===== src/rtl/serial_uart_bridge.sv =====
// Device-side UART endpoint for the processor serial port: 8N1 receiver and
// transmitter, each buffered by a first-word-fall-through FIFO.
module serial_uart_bridge #(
  parameter int unsigned CLKS_PER_BIT = 434,
  parameter int unsigned FIFO_AW      = 3
) (
  input  logic       clock,
  input  logic       reset,
  input  logic       uart_rx_in,
  output logic       uart_tx_out,
  output logic [7:0] serial_data_out,
  output logic       serial_valid_out,
  input  logic       serial_rden_in,
  output logic       serial_ready_out,
  input  logic [7:0] serial_data_in,
  input  logic       serial_wren_in,
  input  logic       err_clr_in,
  output logic       rx_overrun_out,
  output logic       rx_frame_err_out,
  output logic       tx_drop_out,
  output logic       tx_busy_out
);

  localparam int unsigned DEPTH = 1 << FIFO_AW;
  localparam int unsigned CNT_W = $clog2(CLKS_PER_BIT);
  localparam logic [CNT_W-1:0]   BIT_LAST   = CNT_W'(CLKS_PER_BIT - 1);
  localparam logic [CNT_W-1:0]   HALF_LAST  = CNT_W'(CLKS_PER_BIT / 2 - 1);
  localparam logic [FIFO_AW:0]   COUNT_FULL = (FIFO_AW + 1)'(DEPTH);
  localparam logic [FIFO_AW-1:0] PTR_ONE    = FIFO_AW'(1);

  localparam logic [1:0] ST_IDLE  = 2'd0;
  localparam logic [1:0] ST_START = 2'd1;
  localparam logic [1:0] ST_DATA  = 2'd2;
  localparam logic [1:0] ST_STOP  = 2'd3;

  // ---------------------------------------------------------------- RX path
  logic               rx_meta, rx_sync, rx_prev;
  logic [1:0]         rx_state;
  logic [CNT_W-1:0]   rx_cnt;
  logic [2:0]         rx_bit;
  logic [7:0]         rx_shift;
  logic [7:0]         rx_mem [DEPTH];
  logic [FIFO_AW-1:0] rx_wr_ptr, rx_rd_ptr;
  logic [FIFO_AW:0]   rx_count;
  logic               rx_full, rx_pop, rx_push, rx_push_ok, rx_bad_stop;

  assign rx_full     = (rx_count == COUNT_FULL);
  assign rx_pop      = serial_rden_in && (rx_count != '0);
  assign rx_push     = (rx_state == ST_STOP) && (rx_cnt == BIT_LAST) && rx_sync;
  assign rx_bad_stop = (rx_state == ST_STOP) && (rx_cnt == BIT_LAST) && !rx_sync;
  assign rx_push_ok  = rx_push && (!rx_full || rx_pop);

  always_ff @(posedge clock) begin
    if (!reset) begin
      rx_meta  <= 1'b1;
      rx_sync  <= 1'b1;
      rx_prev  <= 1'b1;
      rx_state <= ST_IDLE;
      rx_cnt   <= '0;
      rx_bit   <= '0;
      rx_shift <= '0;
    end else begin
      rx_meta <= uart_rx_in;
      rx_sync <= rx_meta;
      rx_prev <= rx_sync;
      case (rx_state)
        ST_IDLE: begin
          if (rx_prev && !rx_sync) begin
            rx_state <= ST_START;
            rx_cnt   <= '0;
          end
        end
        ST_START: begin
          // Mid-start sample: a high line here means a glitch, not a frame.
          if (rx_cnt == HALF_LAST) begin
            rx_cnt   <= '0;
            rx_bit   <= '0;
            rx_state <= rx_sync ? ST_IDLE : ST_DATA;
          end else begin
            rx_cnt <= rx_cnt + 1'b1;
          end
        end
        ST_DATA: begin
          if (rx_cnt == BIT_LAST) begin
            rx_cnt   <= '0;
            rx_shift <= {rx_sync, rx_shift[7:1]};
            if (rx_bit == 3'd7) rx_state <= ST_STOP;
            else                rx_bit   <= rx_bit + 1'b1;
          end else begin
            rx_cnt <= rx_cnt + 1'b1;
          end
        end
        default: begin
          if (rx_cnt == BIT_LAST) rx_state <= ST_IDLE;
          else                    rx_cnt   <= rx_cnt + 1'b1;
        end
      endcase
    end
  end

  always_ff @(posedge clock) begin
    if (rx_push_ok) rx_mem[rx_wr_ptr] <= rx_shift;
  end

  always_ff @(posedge clock) begin
    if (!reset) begin
      rx_wr_ptr <= '0;
      rx_rd_ptr <= '0;
      rx_count  <= '0;
    end else begin
      if (rx_push_ok) rx_wr_ptr <= rx_wr_ptr + PTR_ONE;
      if (rx_pop)     rx_rd_ptr <= rx_rd_ptr + PTR_ONE;
      rx_count <= rx_count + {{FIFO_AW{1'b0}}, rx_push_ok} - {{FIFO_AW{1'b0}}, rx_pop};
    end
  end

  assign serial_valid_out = (rx_count != '0);
  assign serial_data_out  = (rx_count != '0) ? rx_mem[rx_rd_ptr] : '0;

  // ---------------------------------------------------------------- TX path
  logic [1:0]         tx_state;
  logic [CNT_W-1:0]   tx_cnt;
  logic [2:0]         tx_bit;
  logic [7:0]         tx_shift;
  logic               tx_avail;
  logic [7:0]         tx_mem [DEPTH];
  logic [FIFO_AW-1:0] tx_wr_ptr, tx_rd_ptr;
  logic [FIFO_AW:0]   tx_count;
  logic               tx_full, tx_pop, tx_push_ok;

  // tx_avail is a registered copy of non-empty, giving the one idle cycle
  // between a write (or a finished stop bit) and the next start bit.
  assign tx_full    = (tx_count == COUNT_FULL);
  assign tx_pop     = (tx_state == ST_IDLE) && tx_avail && (tx_count != '0);
  assign tx_push_ok = serial_wren_in && (!tx_full || tx_pop);

  always_ff @(posedge clock) begin
    if (!reset) begin
      tx_state    <= ST_IDLE;
      tx_cnt      <= '0;
      tx_bit      <= '0;
      tx_shift    <= '0;
      tx_avail    <= 1'b0;
      uart_tx_out <= 1'b1;
    end else begin
      tx_avail <= (tx_count != '0);
      case (tx_state)
        ST_IDLE: begin
          if (tx_pop) begin
            tx_shift    <= tx_mem[tx_rd_ptr];
            tx_cnt      <= '0;
            tx_state    <= ST_START;
            uart_tx_out <= 1'b0;
          end
        end
        ST_START: begin
          if (tx_cnt == BIT_LAST) begin
            tx_cnt      <= '0;
            tx_bit      <= '0;
            tx_state    <= ST_DATA;
            uart_tx_out <= tx_shift[0];
          end else begin
            tx_cnt <= tx_cnt + 1'b1;
          end
        end
        ST_DATA: begin
          if (tx_cnt == BIT_LAST) begin
            tx_cnt <= '0;
            if (tx_bit == 3'd7) begin
              tx_state    <= ST_STOP;
              uart_tx_out <= 1'b1;
            end else begin
              tx_bit      <= tx_bit + 1'b1;
              tx_shift    <= {1'b0, tx_shift[7:1]};
              uart_tx_out <= tx_shift[1];
            end
          end else begin
            tx_cnt <= tx_cnt + 1'b1;
          end
        end
        default: begin
          if (tx_cnt == BIT_LAST) tx_state <= ST_IDLE;
          else                    tx_cnt   <= tx_cnt + 1'b1;
        end
      endcase
    end
  end

  always_ff @(posedge clock) begin
    if (tx_push_ok) tx_mem[tx_wr_ptr] <= serial_data_in;
  end

  always_ff @(posedge clock) begin
    if (!reset) begin
      tx_wr_ptr <= '0;
      tx_rd_ptr <= '0;
      tx_count  <= '0;
    end else begin
      if (tx_push_ok) tx_wr_ptr <= tx_wr_ptr + PTR_ONE;
      if (tx_pop)     tx_rd_ptr <= tx_rd_ptr + PTR_ONE;
      tx_count <= tx_count + {{FIFO_AW{1'b0}}, tx_push_ok} - {{FIFO_AW{1'b0}}, tx_pop};
    end
  end

  assign serial_ready_out = !tx_full;
  assign tx_busy_out      = (tx_state != ST_IDLE);

  // ---------------------------------------------------------- sticky errors
  always_ff @(posedge clock) begin
    if (!reset) begin
      rx_overrun_out   <= 1'b0;
      rx_frame_err_out <= 1'b0;
      tx_drop_out      <= 1'b0;
    end else begin
      if (rx_push && rx_full && !rx_pop)           rx_overrun_out <= 1'b1;
      else if (err_clr_in)                         rx_overrun_out <= 1'b0;
      if (rx_bad_stop)                             rx_frame_err_out <= 1'b1;
      else if (err_clr_in)                         rx_frame_err_out <= 1'b0;
      if (serial_wren_in && tx_full && !tx_pop)    tx_drop_out <= 1'b1;
      else if (err_clr_in)                         tx_drop_out <= 1'b0;
    end
  end

endmodule


===== config.mk =====
export PLATFORM = sky130hd
export DESIGN_NAME = serial_uart_bridge
export DESIGN_NICKNAME = d
export VERILOG_FILES = /design/src/rtl/serial_uart_bridge.sv
export SDC_FILE = /design/constraint.sdc
export NUM_CORES = 1
export LEC_CHECK = 0
export ABC_AREA = 1
export ABC_CLOCK_PERIOD_IN_PS = 4200
export BUFFER_PORTS_ARGS = -buffer_cell sky130_fd_sc_hd__buf_2
export CAP_MARGIN = 0
export CORE_UTILIZATION = 47
export CTS_BUF_LIST = sky130_fd_sc_hd__clkbuf_4 sky130_fd_sc_hd__clkbuf_8
export DETAILED_ROUTE_END_ITERATION = 10
export GPL_TIMING_DRIVEN = 0
export SLEW_MARGIN = 20
export SYNTH_ARGS = -nofsm -noshare
export SYNTH_HDL_FRONTEND = slang
export SYNTH_SLANG_ARGS = --single-unit
export TNS_END_PERCENT = 10

===== constraint.sdc =====
create_clock -name clock -period 4.2 [get_ports clock]
set_clock_uncertainty 0.1 [all_clocks]
set_input_delay 0 -clock clock [delete_from_list [all_inputs] [get_ports clock]]
set_output_delay 0 -clock clock [all_outputs]
set_load 0.01 [all_outputs]

Word level (Yosys, flattened, before mapping)
Memory sizes are Yosys's and may differ from the RTL's. A register that Yosys moved wholly into a read port is not among the register bits.
Index checks and enable logic that the tools add are counted.
Word-level totals
  register bits: 72
  bits in writable memories: 128
  input bits: 14
  output and inout bits: 15
  memories: 2
Operators by class
  add/subtract/negate cells: 12
  eq/ne operators: 24
  mux-type cells: 52
  reduce and logical (&&, ||, !) cells: 44
Memory list
  rx_mem: words 8, bits a word 8, read ports 1, clocked after memory_dff 1, wr ports 1, RTL line 42  | logic [7:0] rx_mem [DEPTH];
  tx_mem: words 8, bits a word 8, read ports 1, clocked after memory_dff 1, wr ports 1, RTL line 126  | logic [7:0] tx_mem [DEPTH];
Operators by type and width (count)
  $mux 9: 7
  $mux 8: 4
  $mux 3: 10
  $pmux 9 s3: 1
  $mux 2: 11
  $ne 2x2->1 const B: 10
  $add 3x1->3 const B: 6
  $add 9x1->9 const B: 2
  $eq 9x9->1 const B: 2
  $pmux 9 s2: 1
  $pmux 8 s2: 1
  $reduce_and 4->1: 4
  $reduce_bool 2->1: 8
  $logic_and 1x1->1: 13
  $mux 1: 12
  $pmux 2 s3: 2
  $pmux 3 s2: 2
  $reduce_and 5->1: 2
  $eq 9x8->1 const B: 1
  $add 4x1->4: 2
  $eq 4x4->1 const B: 2
  $reduce_bool 4->1: 2
  $sub 4x1->4: 2
  $eq 2x2->1 const B: 3
  other kinds (11): 22

Depth between registers and ports, before layout
Gate-level depths: netlist (run 1).
  depth after elaboration: 7
  gate-level depth with buffers: 15
  gate-level depth less buffers: 14

Worst setup path before layout (run 1)
Ideal clock, no wire load.
  path type: reg2reg
  start: register tx_state[0]
  end: register tx_count[2]
  data arrival time: 2.184 ns
  path slack: 1.786 ns
  stages on the path, launching flop included: 16
  buffers on the path: 1
  clock period less this slack: 2.414 ns
  path through: dfxtp_1 -> inv_1 -> ha_1 -> nand2_1 -> clkinv_1 -> nand2_2 -> nand2_1 -> nand2_1 -> buf_2 -> ha_1 -> inv_1 -> ha_1 -> inv_1 -> fa_1 -> xor2_1 -> nor2_1
On the way
  longest elaborated chain between the ends: 7
Ends and longest elaborated chain
  start: declaration: RTL line 121  | logic [1:0] tx_state;
  start signal: assignment: RTL line 139  | tx_state <= ST_IDLE;
  start signal: assignment: RTL line 152  | tx_state <= ST_START;
  start signal: assignment: RTL line 160  | tx_state <= ST_DATA;
  $logic_not 2->1 *: RTL line 134  | assign tx_pop = (tx_state == ST_IDLE) && tx_avail && (tx_count != '0);
  $logic_and 1x1->1 * (2 in a row): RTL line 134
  $logic_or 1x1->1: RTL line 135  | assign tx_push_ok = serial_wren_in && (!tx_full || tx_pop);
  $logic_and 1x1->1: RTL line 135
  $add 4x1->4: RTL line 201  | tx_count <= tx_count + {{FIFO_AW{1'b0}}, tx_push_ok} - {{FIFO_AW{1'b0}}, tx_pop};
  $sub 4x1->4 *: RTL line 201
  end signal: assignment: RTL line 201
  end: declaration: RTL line 128  | logic [FIFO_AW:0] tx_count;
Every way passes the cells marked *; elsewhere a longest branch is shown, timed or not.
A chain may end at the register's enable or synchronous reset.

Worst setup path in the final report (run 1)
Same ends and word-level chain as after synthesis.

==> results, run 1 <==
- The run finished with clean final reports.
- The full die area is 20000 um2.
- The post-synthesis mux area share is 0.
- At the later pin of the worst-skew pair, clock insertion delay measures 0.52 ns.
- Dividing the detail-routed via count by the number of cells gives 4.91.
- The y dimension of the die is 142 um.
- The slack of the worst reg-to-reg path is 1.38 ns.
- STA puts the critical path data arrival time at 3.10 ns.
- The routed layout has 6623 vias.
- The largest incremental delay on the critical path is 0.37 ns.
- After synthesis the netlist holds a flip-flop and latch count of 206.
- The critical path's slowest cell is sky130_fd_sc_hd__dfxtp_1.
- Among all flip-flop cells after synthesis, the most frequent one is sky130_fd_sc_hd__edfxtp_1.
- The sort of element at the start of the critical path is a flip-flop.
- Counting flops with a built-in enable in the synthesized netlist gives 128.
- Of the total synthesized cell area, the portion taken by AND, OR, NAND and NOR gates is 0.214.
- For this run, the number of Yosys warnings is 0.
- No sink is reached through more buffers than the 3 on the longest clock path.
- Of the total synthesized cell area, the portion taken by full adders, half adders and majority gates is 0.0495.
- The global-route wire length before repair is 31.3 mm.
- For this design, the sink count on the clock tree is 206.
- 0 antenna diodes ended up in the layout.
- The starting density of the core is 0.485.
- The post-synthesis compound-gate area fraction is 0.0783.
- The worst hold path was traced through 2 stages.
- The top cell types in the final layout, fill and taps aside, are 188 x sky130_fd_sc_hd__nand2_1, 134 x sky130_fd_sc_hd__nor2_1, 128 x sky130_fd_sc_hd__edfxtp_1, 108 x sky130_fd_sc_hd__inv_1, 78 x sky130_fd_sc_hd__dfxtp_1.
- The DRC marker count from the first detailed-route iteration is 370.
- Of the total synthesized cell area, the portion taken by XOR and XNOR cells is 0.00383.
- The transition time of the tightest slew-check pin is 1.12 ns.
- The normalized max-slew margin is 0.250.
- The library cell occupying the most area in the post-synthesis netlist is sky130_fd_sc_hd__edfxtp_1.
- The worst setup path is of the flip-flop to flip-flop kind.
- The placeable core region is 18900 um2.
- The critical path required time is 4.48 ns.
- The number of slew-limit violations in the final report was 0.
- The remaining antenna violation count after routing is 0.
- In this run the worst path has a maximum fanout of 10.
- The global router's overall resource usage is 0.202.
- Buffers placed on the I/O ports in this run total 27.
- In the final layout, the share of cells above drive strength 1 is 0.143.
- The part of the Yosys area used for sequential elements is 0.590.
- The post-synthesis average cell area is 9.36 um2.
- Yosys attributes the largest share of cell area to sky130_fd_sc_hd__edfxtp_1 42%, sky130_fd_sc_hd__dfxtp_1 17%, sky130_fd_sc_hd__nand2_1 7.7%, sky130_fd_sc_hd__nor2_1 5.5%, sky130_fd_sc_hd__ha_1 4.5%.
- Counting every net in the synthesized netlist gives 1027.
- Entering global routing, the biggest net connects 11 pins.
- The cell sitting at the root of the clock tree is a sky130_fd_sc_hd__clkbuf_8.
- The detailed-router iteration count before antenna repair is 5.
- The routed wire length is 19.4 mm.
- The critical register-to-register path endpoint is tx_count[2].
- The number of antenna violations at the first check in global routing is 0.
- The number of maximum-capacitance violations is 0.
- In this run, distinct cell masters in the synthesized netlist total 38.
- For this run, asynchronously set or reset flops after synthesis account for 0.
- The H-tree was split into 2 levels.
- The startpoint identified for the worst hold timing path is serial_data_in[2].
- For the worst flop-to-flop path, the logic depth is 15.
- The DRC violation count after routing is 0.
- The critical path goes through inv_1 -> ha_1 -> nand2_1 -> clkinv_1 -> nand2_2 -> nand2_1 -> nand2_1 -> buf_2 -> ha_1 -> inv_1 -> ha_1 -> inv_1 -> fa_1 -> xor2_1 -> nor2_1.
- The post-CTS resize count is 0.
- The width of the die is 142 um.
- The most common cell after layout, fill and taps aside is sky130_fd_sc_hd__nand2_1.
- The total power after layout is 6.22 mW.
- From synthesis to final layout, the design area changed by 15.6%.
- The number of top-level pins is 29.
- After clock tree synthesis, the setup repair step added 0 buffers.
- The number of global-route vias before repair is 6394.
- Derived from the worst setup path, the maximum achievable clock frequency is 354 MHz.
- The number of hold-slack violations in the final timing report is 0.
- Counting every instance in the synthesized netlist gives 978.
- After detailed routing, the average wire length per cell comes to 14.4 um.
- After synthesis, the largest family of logic cells by area is simple AND/OR/NAND/NOR gates.
- The worst setup path is captured at a flip-flop.
- In this run the worst hold path is classified as input pin to flip-flop.
- The sum of buffers and inverters on the critical path is 5.
- The number of failing setup endpoints in the final timing report is 0.
- TritonCTS created 36 clock buffers.
- For hold timing, the worst endpoint is tx_mem[4][2].
- The ratio of final minimum period to clock period is 0.672.
- Setup repair after global routing left no endpoint under its margin.
- The HPWL reported at the end of detailed placement is 12.9 mm.
- The startpoint identified for the worst register-to-register timing path is tx_state[0].
- The leakage power total is 4.41 nW.
- The setup TNS is 0 ns.
- The floorplan has 50 rows.
- The cell family contributing the most delay on the critical path is adder cells.
- The share of synthesized area in the top cell type comes to 0.420.
- The worst IR drop on VDD is 0.289 mV.
- The power per standard cell area is 588 nW/um2.
- For this run the aggregate overflow at the end of global routing stands at 0.
- The CTS tree is built.
- After clock tree synthesis, the clock-pin slew on the worst setup and hold paths is 0.06 ns.
- After layout, the minimum clock period comes to 2.82 ns.
- The congestion estimate from routability-driven global placement came to 0.805.
- The combined area of all synthesized cells is 9150 um2.
- The final layout contains 1111 nets.
[area by class of cell]
| class | count | area [um2] |
|---|---|---|
| plain buffers | 33 | 149 |
| clock buffers | 54 | 643 |
| clock inverters | 12 | 83.8 |
| fillers | 1746 | 8310 |
| inverters | 116 | 435 |
| multi-input cells | 623 | 3220 |
| flip-flops and latches | 206 | 5410 |
| well taps | 260 | 325 |
| repair buffers | 46 | 318 |
[worst max path at each step]
stage               cells past startpoint      endpoint   startpoint
finish                                 15   tx_count[2]  tx_state[0]
global route                           15   tx_count[2]  tx_state[0]
CTS                                     9  rx_mem[5][0]  rx_count[2]
detailed placement                      9  rx_mem[5][0]  rx_count[2]
global placement                        9  tx_mem[0][4]  tx_state[0]
floorplan                              15   tx_count[2]  tx_state[0]
[cell families after synthesis]
| kind of cell | Yosys count |
|---|---|
| DFF | 206 |
| and+or+nand+nor | 455 |
| AOI/OAI and AO/OA | 129 |
| xor gates and xnor gates | 4 |
| buffers and inverters | 149 |
| adders and majority gates | 35 |
[registers in the layout (all words and copies together) (netlist names), 2 cells and up, named ones only]
signal	cells
rx_mem	64
tx_shift	8
rx_rd_ptr	3
tx_count	4
tx_mem	64
rx_shift	8
tx_bit	3
rx_wr_ptr	3
rx_count	4
tx_cnt	9
rx_cnt	9
rx_bit	3
rx_state	2
tx_rd_ptr	3
tx_state	2
tx_wr_ptr	3
[worst reg2reg max path, delay by kind of cell (launching register included)]
kind / cells / cell delay (ns)
adders and majority gates: 4 / 1.06
xor gates and xnor gates: 1 / 0.15
buffers and inverters: 5 / 0.52
and+or+nand+nor: 5 / 0.49
DFF: 1 / 0.37
[metrics by stage]
stage               std cells  hold WS (ns)  setup slack, ns   util  cell area (um2)
global placement         1265         0.145             1.09  0.509             9610
global route             1350         0.192             1.20  0.560            10600
finish                   1350         0.179             1.38  0.560            10600
floorplan                 978      -0.00113             1.79      -             9150
detailed placement       1268         0.142             1.36  0.512             9680
CTS                      1350         0.156             1.35  0.559            10600
[cell usage after synthesis (2+ instances only)]
library cell / count
sky130_fd_sc_hd__nand3_1: 77
sky130_fd_sc_hd__clkbuf_1: 15
sky130_fd_sc_hd__ha_1: 33
sky130_fd_sc_hd__nor2_1: 134
sky130_fd_sc_hd__nand2_2: 9
sky130_fd_sc_hd__nor3b_1: 2
sky130_fd_sc_hd__edfxtp_1: 128
sky130_fd_sc_hd__nor3_1: 17
sky130_fd_sc_hd__a21oi_2: 4
sky130_fd_sc_hd__nand2_1: 188
sky130_fd_sc_hd__buf_2: 11
sky130_fd_sc_hd__nand4_1: 9
sky130_fd_sc_hd__dfxtp_1: 78
sky130_fd_sc_hd__a21oi_1: 35
sky130_fd_sc_hd__or2_2: 3
sky130_fd_sc_hd__o21ai_0: 74
sky130_fd_sc_hd__nor2_4: 2
sky130_fd_sc_hd__fa_1: 2
sky130_fd_sc_hd__xor2_1: 4
sky130_fd_sc_hd__buf_1: 5
sky130_fd_sc_hd__o22ai_1: 2
sky130_fd_sc_hd__nand3_2: 2
sky130_fd_sc_hd__inv_1: 108
sky130_fd_sc_hd__inv_2: 7
sky130_fd_sc_hd__nor2_2: 9
sky130_fd_sc_hd__o32ai_1: 8
[what timing repair did]
item | CTS | global route
setup endpoints to repair | 0 | 0
hold buffers | 16 | 0
hold endpoints to repair | 95 | 0
[power by group]
part / leakage, nW / internal (mW) / switching, mW
registers: 1.96 / 2.33 / 0.121
clock network: 0.385 / 1.04 / 0.789
logic: 2.06 / 0.662 / 1.27
total: 4.41 / 4.04 / 2.18
[routing by layer]
layer	wire, um	vias up	global-route usage
met1	8630	3043	0.250
met5	0	-	0
met2	9420	125	0.345
met3	892	34	0.0348
met4	483	0	0.0922
li1	-	3421	-
No activity file was read; power rests on OpenSTA's default activity.
==> run 2, diff against run 1 <==
Settings changed: ABC_CLOCK_PERIOD_IN_PS 4200 to 2900.
Clock period 4.2 ns to 2.9 ns, I/O delays scaled along.
==> results, run 2 (synthesis results as in run 1) <==
- The area after detailed placement is 9680 um2.
- Buffers inserted during clock tree synthesis total 36.
- The first global-routing pass estimated 31.3 mm of wire.
- The core region is 18900 um2.
- Setup repair after global routing left no endpoint under its margin.
- For this configuration, the core starts out at a cell density of 0.485.
- The sort of element at the start of the critical path is a flip-flop.
- The clock sink count is 206.
- Final hold analysis gives a worst-case slack of 0.176 ns.
- The number of diodes added for antenna fixing is 0.
- The utilization after layout is 0.561.
- In this run the power spent charging and discharging nets is 3.16 mW.
- By startpoint and endpoint, the worst setup path is classified as flip-flop to flip-flop.
- The routed wire length is 19.4 mm.
- The worst min-delay path class is input pin to flip-flop.
- The largest registers in the layout are rx_mem (64), tx_mem (64).
- STA puts the critical path data arrival time at 2.99 ns.
- The largest fanout on the critical path is 10.
- The top cell types in the final layout, fill and taps aside, are 188 x sky130_fd_sc_hd__nand2_1, 134 x sky130_fd_sc_hd__nor2_1, 128 x sky130_fd_sc_hd__edfxtp_1, 108 x sky130_fd_sc_hd__inv_1, 78 x sky130_fd_sc_hd__dfxtp_1.
- The insertion delay of the later-clocked pin in the worst-skew pair is 0.52 ns.
- The power per standard cell area is 851 nW/um2.
- The sum of buffers and inverters on the critical path is 5.
- For the pin with the worst max-slew slack, the measured transition is 1.06 ns.
- The number of hold-slack violations in the final timing report is 0.
- After floorplanning, the core was divided into 50 placement rows.
- The number of top-level pins is 29.
- Across the VDD grid, the largest voltage drop is 0.415 mV.
- The clock-pin transition on the worst setup and hold timing paths is 0.06 ns.
- The maximum number of pins on one net before global-route repair is 11.
- In this run the horizontal extent of the chip is 142 um.
- The sequential group share of total power is 0.394.
- The root buffer selected by CTS is sky130_fd_sc_hd__clkbuf_8.
- The full die area is 20000 um2.
- The y dimension of the die is 142 um.
- Summed over all layers, the global routing overflow is 0.
- The worst setup slack before clock tree synthesis is 0.0601 ns.
- The final net count is 1111.
- For this run, the slowest stage of the critical path takes 0.37 ns.
- The detailed router placed 6630 vias in this run.
- The portion of total power attributed to the clock network is 0.294.
- The final setup slack of the worst path is 0.195 ns.
- In this run the tightest slew margin relative to its limit is 0.288.
- Setup total negative slack on the finished layout was measured at 0 ns.
- The routability-driven placement congestion ratio is 0.805.
- In the global route stage, overall resource usage came out at 0.202.
- Setup violations remaining at the end of the flow were counted as 0.
- The number of global-route vias before repair was 6394.
- The number of maximum-capacitance violations is 0.
- The DRC marker count from the first detailed-route iteration is 331.
- The number of antenna violations at the first check in global routing came to 0.
- The number of slew-limit violations in the final report came to 0.
- The final design area excluding fillers is 10600 um2.
- The count of buffers inserted at the top-level ports is 27.
- The area added between synthesis and finish is 15.7%.
- The detail route stage leaves a number of antenna-violating nets equal to 0.
- The leakage power total is 4.41 nW.
- The DRC violation count after routing is 0.
- Of the cells placed in the final design, the portion with a size suffix greater than 1 is 0.143.
- The switching share of power is 0.351.
- Data on the critical path is required at its endpoint by 3.18 ns.
- The level count of the clock H-tree is 2.
- In the routed layout, each cell is associated on average with a via count of 4.91.
- Traced cell by cell, the critical path runs through inv_1 -> ha_1 -> nand2_1 -> clkinv_1 -> nand2_2 -> nand2_1 -> nand2_1 -> buf_6 -> ha_1 -> inv_1 -> ha_1 -> inv_1 -> fa_1 -> xor2_1 -> nor2_1.
- The worst setup path is captured at a flip-flop.
- The cell family contributing the most delay on the critical path is adder cells.
- The maximum clock frequency is 370 MHz.
- The critical path's slowest cell is sky130_fd_sc_hd__dfxtp_1.
- The most common cell after layout, fill and taps aside is sky130_fd_sc_hd__nand2_1.
- The internal power is 5.85 mW.
- The flow ran to the end, and the final reports show no timing, DRC or antenna violations.
- The ratio of final minimum period to clock period is 0.933.
- The minimum period implied by the final worst setup slack is 2.71 ns.
- In this run the deepest clock path goes through 3 buffers.
- The number of buffers inserted to repair setup after CTS is 0.
- The detailed-router iteration count before antenna repair is 4.
- The final routed wire length divided by cell count is 14.4 um.
- The CTS tree is built.
- The share of total power dissipated in combinational logic is 0.312.
- The HPWL reported at the end of detailed placement is 12.9 mm.
## run 2: cell counts in the layout (fill, tap and decap cells not counted)
No cell type changed its count.
## run 2: what timing repair did
action,in CTS,in global routing
endpoints found under the hold margin,95,0
resized for setup,0,3
hold buffers,16,0
endpoints found under the setup margin,0,2
## run 2: metal layers
metal  global-route usage  share of wire  vias to the layer above
met4               0.0922          0.025                        0
met5                    0              0                        -
li1                     -              -                     3422
met2                0.345           0.49                      125
met1                0.250           0.45                     3049
met3               0.0348          0.043                       34
## run 2: final cells by class
type	count	area [um2]
inverters	116	435
flip-flops and latches	206	5410
clock inverters	12	83.8
fillers	1747	8300
well taps	260	325
clock buffers	54	643
plain buffers	33	155
repair buffers	46	318
multi-input cells	623	3220
## run 2: stage by stage
step                std cells  power (mW)
CTS                      1350        9.11
global route             1350        9.63
floorplan                 978        5.62
detailed placement       1268        6.41
finish                   1350        9.01
global placement         1265        6.35
## run 2: power groups by stage
stage / Clock (mW) / Sequential, mW / Combinational, mW
5_1_grt: 2.83 / 3.59 / 3.22
6_report: 2.65 / 3.55 / 2.81
4_1_cts: 2.72 / 3.55 / 2.83
3_5_place_dp: 0 / 3.61 / 2.80
2_1_floorplan: 0 / 3.57 / 2.06
3_3_place_gp: 0 / 3.61 / 2.75
## run 2: final timing paths
kind	from	to	slack, ns	depth (start not counted)
max	tx_state[0]	tx_count[2]	0.19	15
min	serial_data_in[2]	tx_mem[4][2]	0.18	2
max reg2reg	tx_state[0]	tx_count[2]	0.19	15
min reg2reg	rx_meta	rx_sync	0.31	1
==> run 3, diff against run 2 <==
Settings changed: ABC_AREA 1 to not set, CELL_PAD_IN_SITES_DETAIL_PLACEMENT set to 1, CELL_PAD_IN_SITES_GLOBAL_PLACEMENT set to 1, CORE_MARGIN set to 1, PLACE_DENSITY_LB_ADDON set to 0.1.
==> results, run 3 <==
- The flow ran to the end, but the final reports show violations.
- The final reports fail on DRC.
- The normalized max-slew margin is 0.318.
- The number of maximum-capacitance violations is 0.
- Once layout is done, the placed cells without fillers occupy 10300 um2.
- The clock-pin transition on the worst setup and hold timing paths is 0.06 ns.
- The completed layout was analyzed and its total power is 8.46 mW.
- After global routing the overflow that remains totals 0.
- The synthesis warning total is 0.
- Compared with the post-synthesis result, the final layout area differs by 16.2%.
- The share of the Yosys chip area taken by registers is 0.612.
- The leakage power total is 3.54 nW.
- In the final layout, the share of cells above drive strength 1 is 0.205.
- The mapped netlist covers 8840 um2.
- The tree is rooted in a sky130_fd_sc_hd__clkbuf_8.
- The worst setup path startpoint is tx_count[2].
- The transition time of the tightest slew-check pin is 1.02 ns.
- After detailed routing, the number of vias per cell comes to 5.67.
- For this run, the post-layout net count is 788.
- In the post-synthesis netlist, the biggest area contributors are sky130_fd_sc_hd__edfxtp_1 43%, sky130_fd_sc_hd__dfxtp_1 18%, sky130_fd_sc_hd__mux4_2 8.2%, sky130_fd_sc_hd__ha_1 4.7%, sky130_fd_sc_hd__mux2i_1 3.2%.
- The full die area is 19400 um2.
- The HPWL reported at the end of detailed placement is 13.9 mm.
- The top cell type's share of synthesized area is 0.435.
- Entering global routing, the biggest net connects 11 pins.
- The sort of element at the start of the critical path is a flip-flop.
- The slack of the worst reg-to-reg path is 0.05 ns.
- The routed wire length is 20.4 mm.
- The worst setup path is captured at a flip-flop.
- Counting instances in the post-synthesis netlist gives the leading cell types as 128 x sky130_fd_sc_hd__edfxtp_1, 78 x sky130_fd_sc_hd__dfxtp_1, 59 x sky130_fd_sc_hd__nor2_1, 43 x sky130_fd_sc_hd__nand2_1, 33 x sky130_fd_sc_hd__ha_1.
- The placeable core region is 18200 um2.
- For this design the top-level I/O count stands at 29.
- The buffer depth of the longest clock path is 3.
- The level count of the clock H-tree is 2.
- The width of the die is 139 um.
- The number of failing setup endpoints in the final timing report is 0.
- The global router's overall resource usage is 0.219.
- The number of hold-slack violations in the final timing report is 0.
- The CTS tree is built.
- The number of slew-limit violations in the final report is 0.
- The number of antenna violations at the first check in global routing is 0.
- The detail route stage leaves a number of antenna-violating nets equal to 0.
- After detailed routing, the average wire length per cell comes to 20.4 um.
- In this run, synthesis produced a sequential element count of 206.
- The top cell types in the final layout, fill and taps aside, are 128 x sky130_fd_sc_hd__edfxtp_1, 78 x sky130_fd_sc_hd__dfxtp_1, 53 x sky130_fd_sc_hd__nor2_1, 42 x sky130_fd_sc_hd__nand2_1, 41 x sky130_fd_sc_hd__clkbuf_8.
- The library cell occupying the most area in the post-synthesis netlist is sky130_fd_sc_hd__edfxtp_1.
- The library cell used most frequently in the layout, excluding fill and tap cells, is sky130_fd_sc_hd__edfxtp_1.
- Measured in cells, the most critical reg-to-reg path has a length of 12.
- The leading register cell type out of synthesis is sky130_fd_sc_hd__edfxtp_1.
- The starting density of the core is 0.485.
- In this run the tool buffered the top-level ports with 28 buffer cells.
- The routability-driven placement congestion ratio is 0.820.
- The beginning of the worst register-to-register path is tx_count[2].
- Yosys instantiated no cell more often than sky130_fd_sc_hd__edfxtp_1.
- Detailed routing inserted a total of 5649 vias.
- The insertion delay of the later-clocked pin in the worst-skew pair is 0.52 ns.
- Setup repair after global routing could not meet its margin everywhere.
- The first routing iteration left 244 violations.
- The detailed-router iteration count before antenna repair is 10.
- The worst IR drop on VDD is 0.437 mV.
- The number of buffers created by CTS is 36.
- The worst min-delay path class is input pin to flip-flop.
- In the synthesized netlist the async set-or-reset flop fraction comes to 0.
- The ratio of final minimum period to clock period is 0.982.
- The clock sink count is 206.
- The largest registers in the layout are rx_mem (64), tx_mem (64).
- The die is 139 um tall.
- Dividing total power by cell area gives a power density of 824 nW/um2.
- The post-synthesis average cell area is 13.5 um2.
- The number of rows in the core area is 49.
- Timing would allow up to 351 MHz.
- Synthesis produced a netlist whose cell count is 657.
- The number of global-route vias before repair was 6041.
- The critical path is of the flip-flop to flip-flop type.
- The area after detailed placement is 9310 um2.
- The DRC violation count after routing is 4.
- The net count after synthesis is 706.
- The number of diodes added for antenna fixing is 0.
- For the worst setup path, the data arrival time is 3.14 ns.
- The number of flops mapped to enable cells by yosys is 128.
- The critical path required time is 3.19 ns.
- The global-route wire length before repair is 32.8 mm.
- Summed over all failing endpoints, the final setup total negative slack is 0 ns.
- In this run, distinct cell masters in the synthesized netlist total 68.
- The destination of the critical timing path is tx_count[2].
- The minimum period implied by the final worst setup slack is 2.85 ns.
- The critical register-to-register path endpoint is tx_count[2].
- Along the worst path, the maximum fanout reaches 8.
-- run 3: cell types whose count changed in the layout (fill, tap and decap cells not counted), sizes merged, moves of 7 or more --
| cell | delta |
|---|---|
| a21oi | -16 |
| buf | -7 |
| inv | -83 |
| mux2i | +28 |
| mux4 | +32 |
| nand2 | -155 |
| nand2b | +12 |
| nand3 | -60 |
| nor2 | -85 |
| o21ai | -58 |
| xnor2 | +13 |
-- run 3: timing repair --
item,4_1_cts,5_1_grt
setup buffers,0,0
gates resized for setup,5,11
hold endpoints to repair,110,0
setup endpoints to repair,94,76
hold buffers,15,0
-- run 3: where the power goes --
group | switching, mW | leakage, nW | internal, mW
Clock | 1.18 | 0.399 | 1.52
Combinational | 1.26 | 1.34 | 0.980
Sequential | 0.173 | 1.81 | 3.34
-- run 3: critical path, cell delays in order (launching register included) --
cell,delay [ns]
sky130_fd_sc_hd__dfxtp_1,0.30
sky130_fd_sc_hd__inv_1,0.09
sky130_fd_sc_hd__ha_1,0.16
sky130_fd_sc_hd__or3b_1,0.36
sky130_fd_sc_hd__clkbuf_1,0.18
sky130_fd_sc_hd__o21ai_4,0.35
sky130_fd_sc_hd__ha_1,0.30
sky130_fd_sc_hd__inv_1,0.06
sky130_fd_sc_hd__ha_1,0.17
sky130_fd_sc_hd__inv_1,0.06
sky130_fd_sc_hd__fa_1,0.37
sky130_fd_sc_hd__xor2_1,0.15
sky130_fd_sc_hd__nor2_1,0.05
-- run 3: logic make-up (layout without fill, tap and decap cells) --
logic type / Yosys count / in the layout / synth area share
xor gates and xnor gates: 18 / 18 / 0.0178
adders and majority gates: 35 / 35 / 0.0513
DFF: 206 / 206 / 0.612
AOI/OAI and AO/OA: 90 / 90 / 0.0731
muxes: 60 / 60 / 0.113
and+or+nand+nor: 189 / 189 / 0.106
buffers and inverters: 59 / 169 / 0.0268
-- run 3: how the worst min path moves through the flow --
stage,from,end,depth (start not counted)
after CTS,serial_data_in[7],tx_mem[7][7],2
after floorplan,serial_data_in[0],tx_mem[0][0],0
after detailed placement,uart_rx_in,rx_meta,2
after global routing,serial_data_in[0],tx_mem[1][0],2
final,serial_data_in[7],tx_mem[7][7],2
after global placement,uart_rx_in,rx_meta,2
-- run 3: metrics by stage --
stage               setup slack, ns  instances  hold slack (ns)  utilization
floorplan                     0.198        657         -0.00113            -
global placement             -0.534        914           0.0886        0.509
detailed placement           -0.323        915           0.0903        0.511
CTS                          -0.216        996            0.154        0.561
global route                 -0.120        996            0.174        0.564
finish                       0.0509        996            0.182        0.564
-- run 3: layout make-up --
type,instances,area [um2]
plain buffers,28,120
repair buffers,44,298
inverters,31,116
flip-flops and latches,206,5410
clock buffers,58,692
multi-input cells,392,3300
fillers,1845,7940
well taps,229,287
clock inverters,8,50.0
-- run 3: layer usage --
| layer | share of wire | vias up | global-route usage | wire length, um |
|---|---|---|---|---|
| met2 | 0.48 | 134 | 0.360 | 9680 |
| met1 | 0.47 | 2843 | 0.296 | 9510 |
| met4 | 0.017 | 0 | 0.0655 | 354 |
| met3 | 0.040 | 32 | 0.0404 | 807 |
| li1 | - | 2640 | - | - |
| met5 | 0 | - | 0 | 0 |
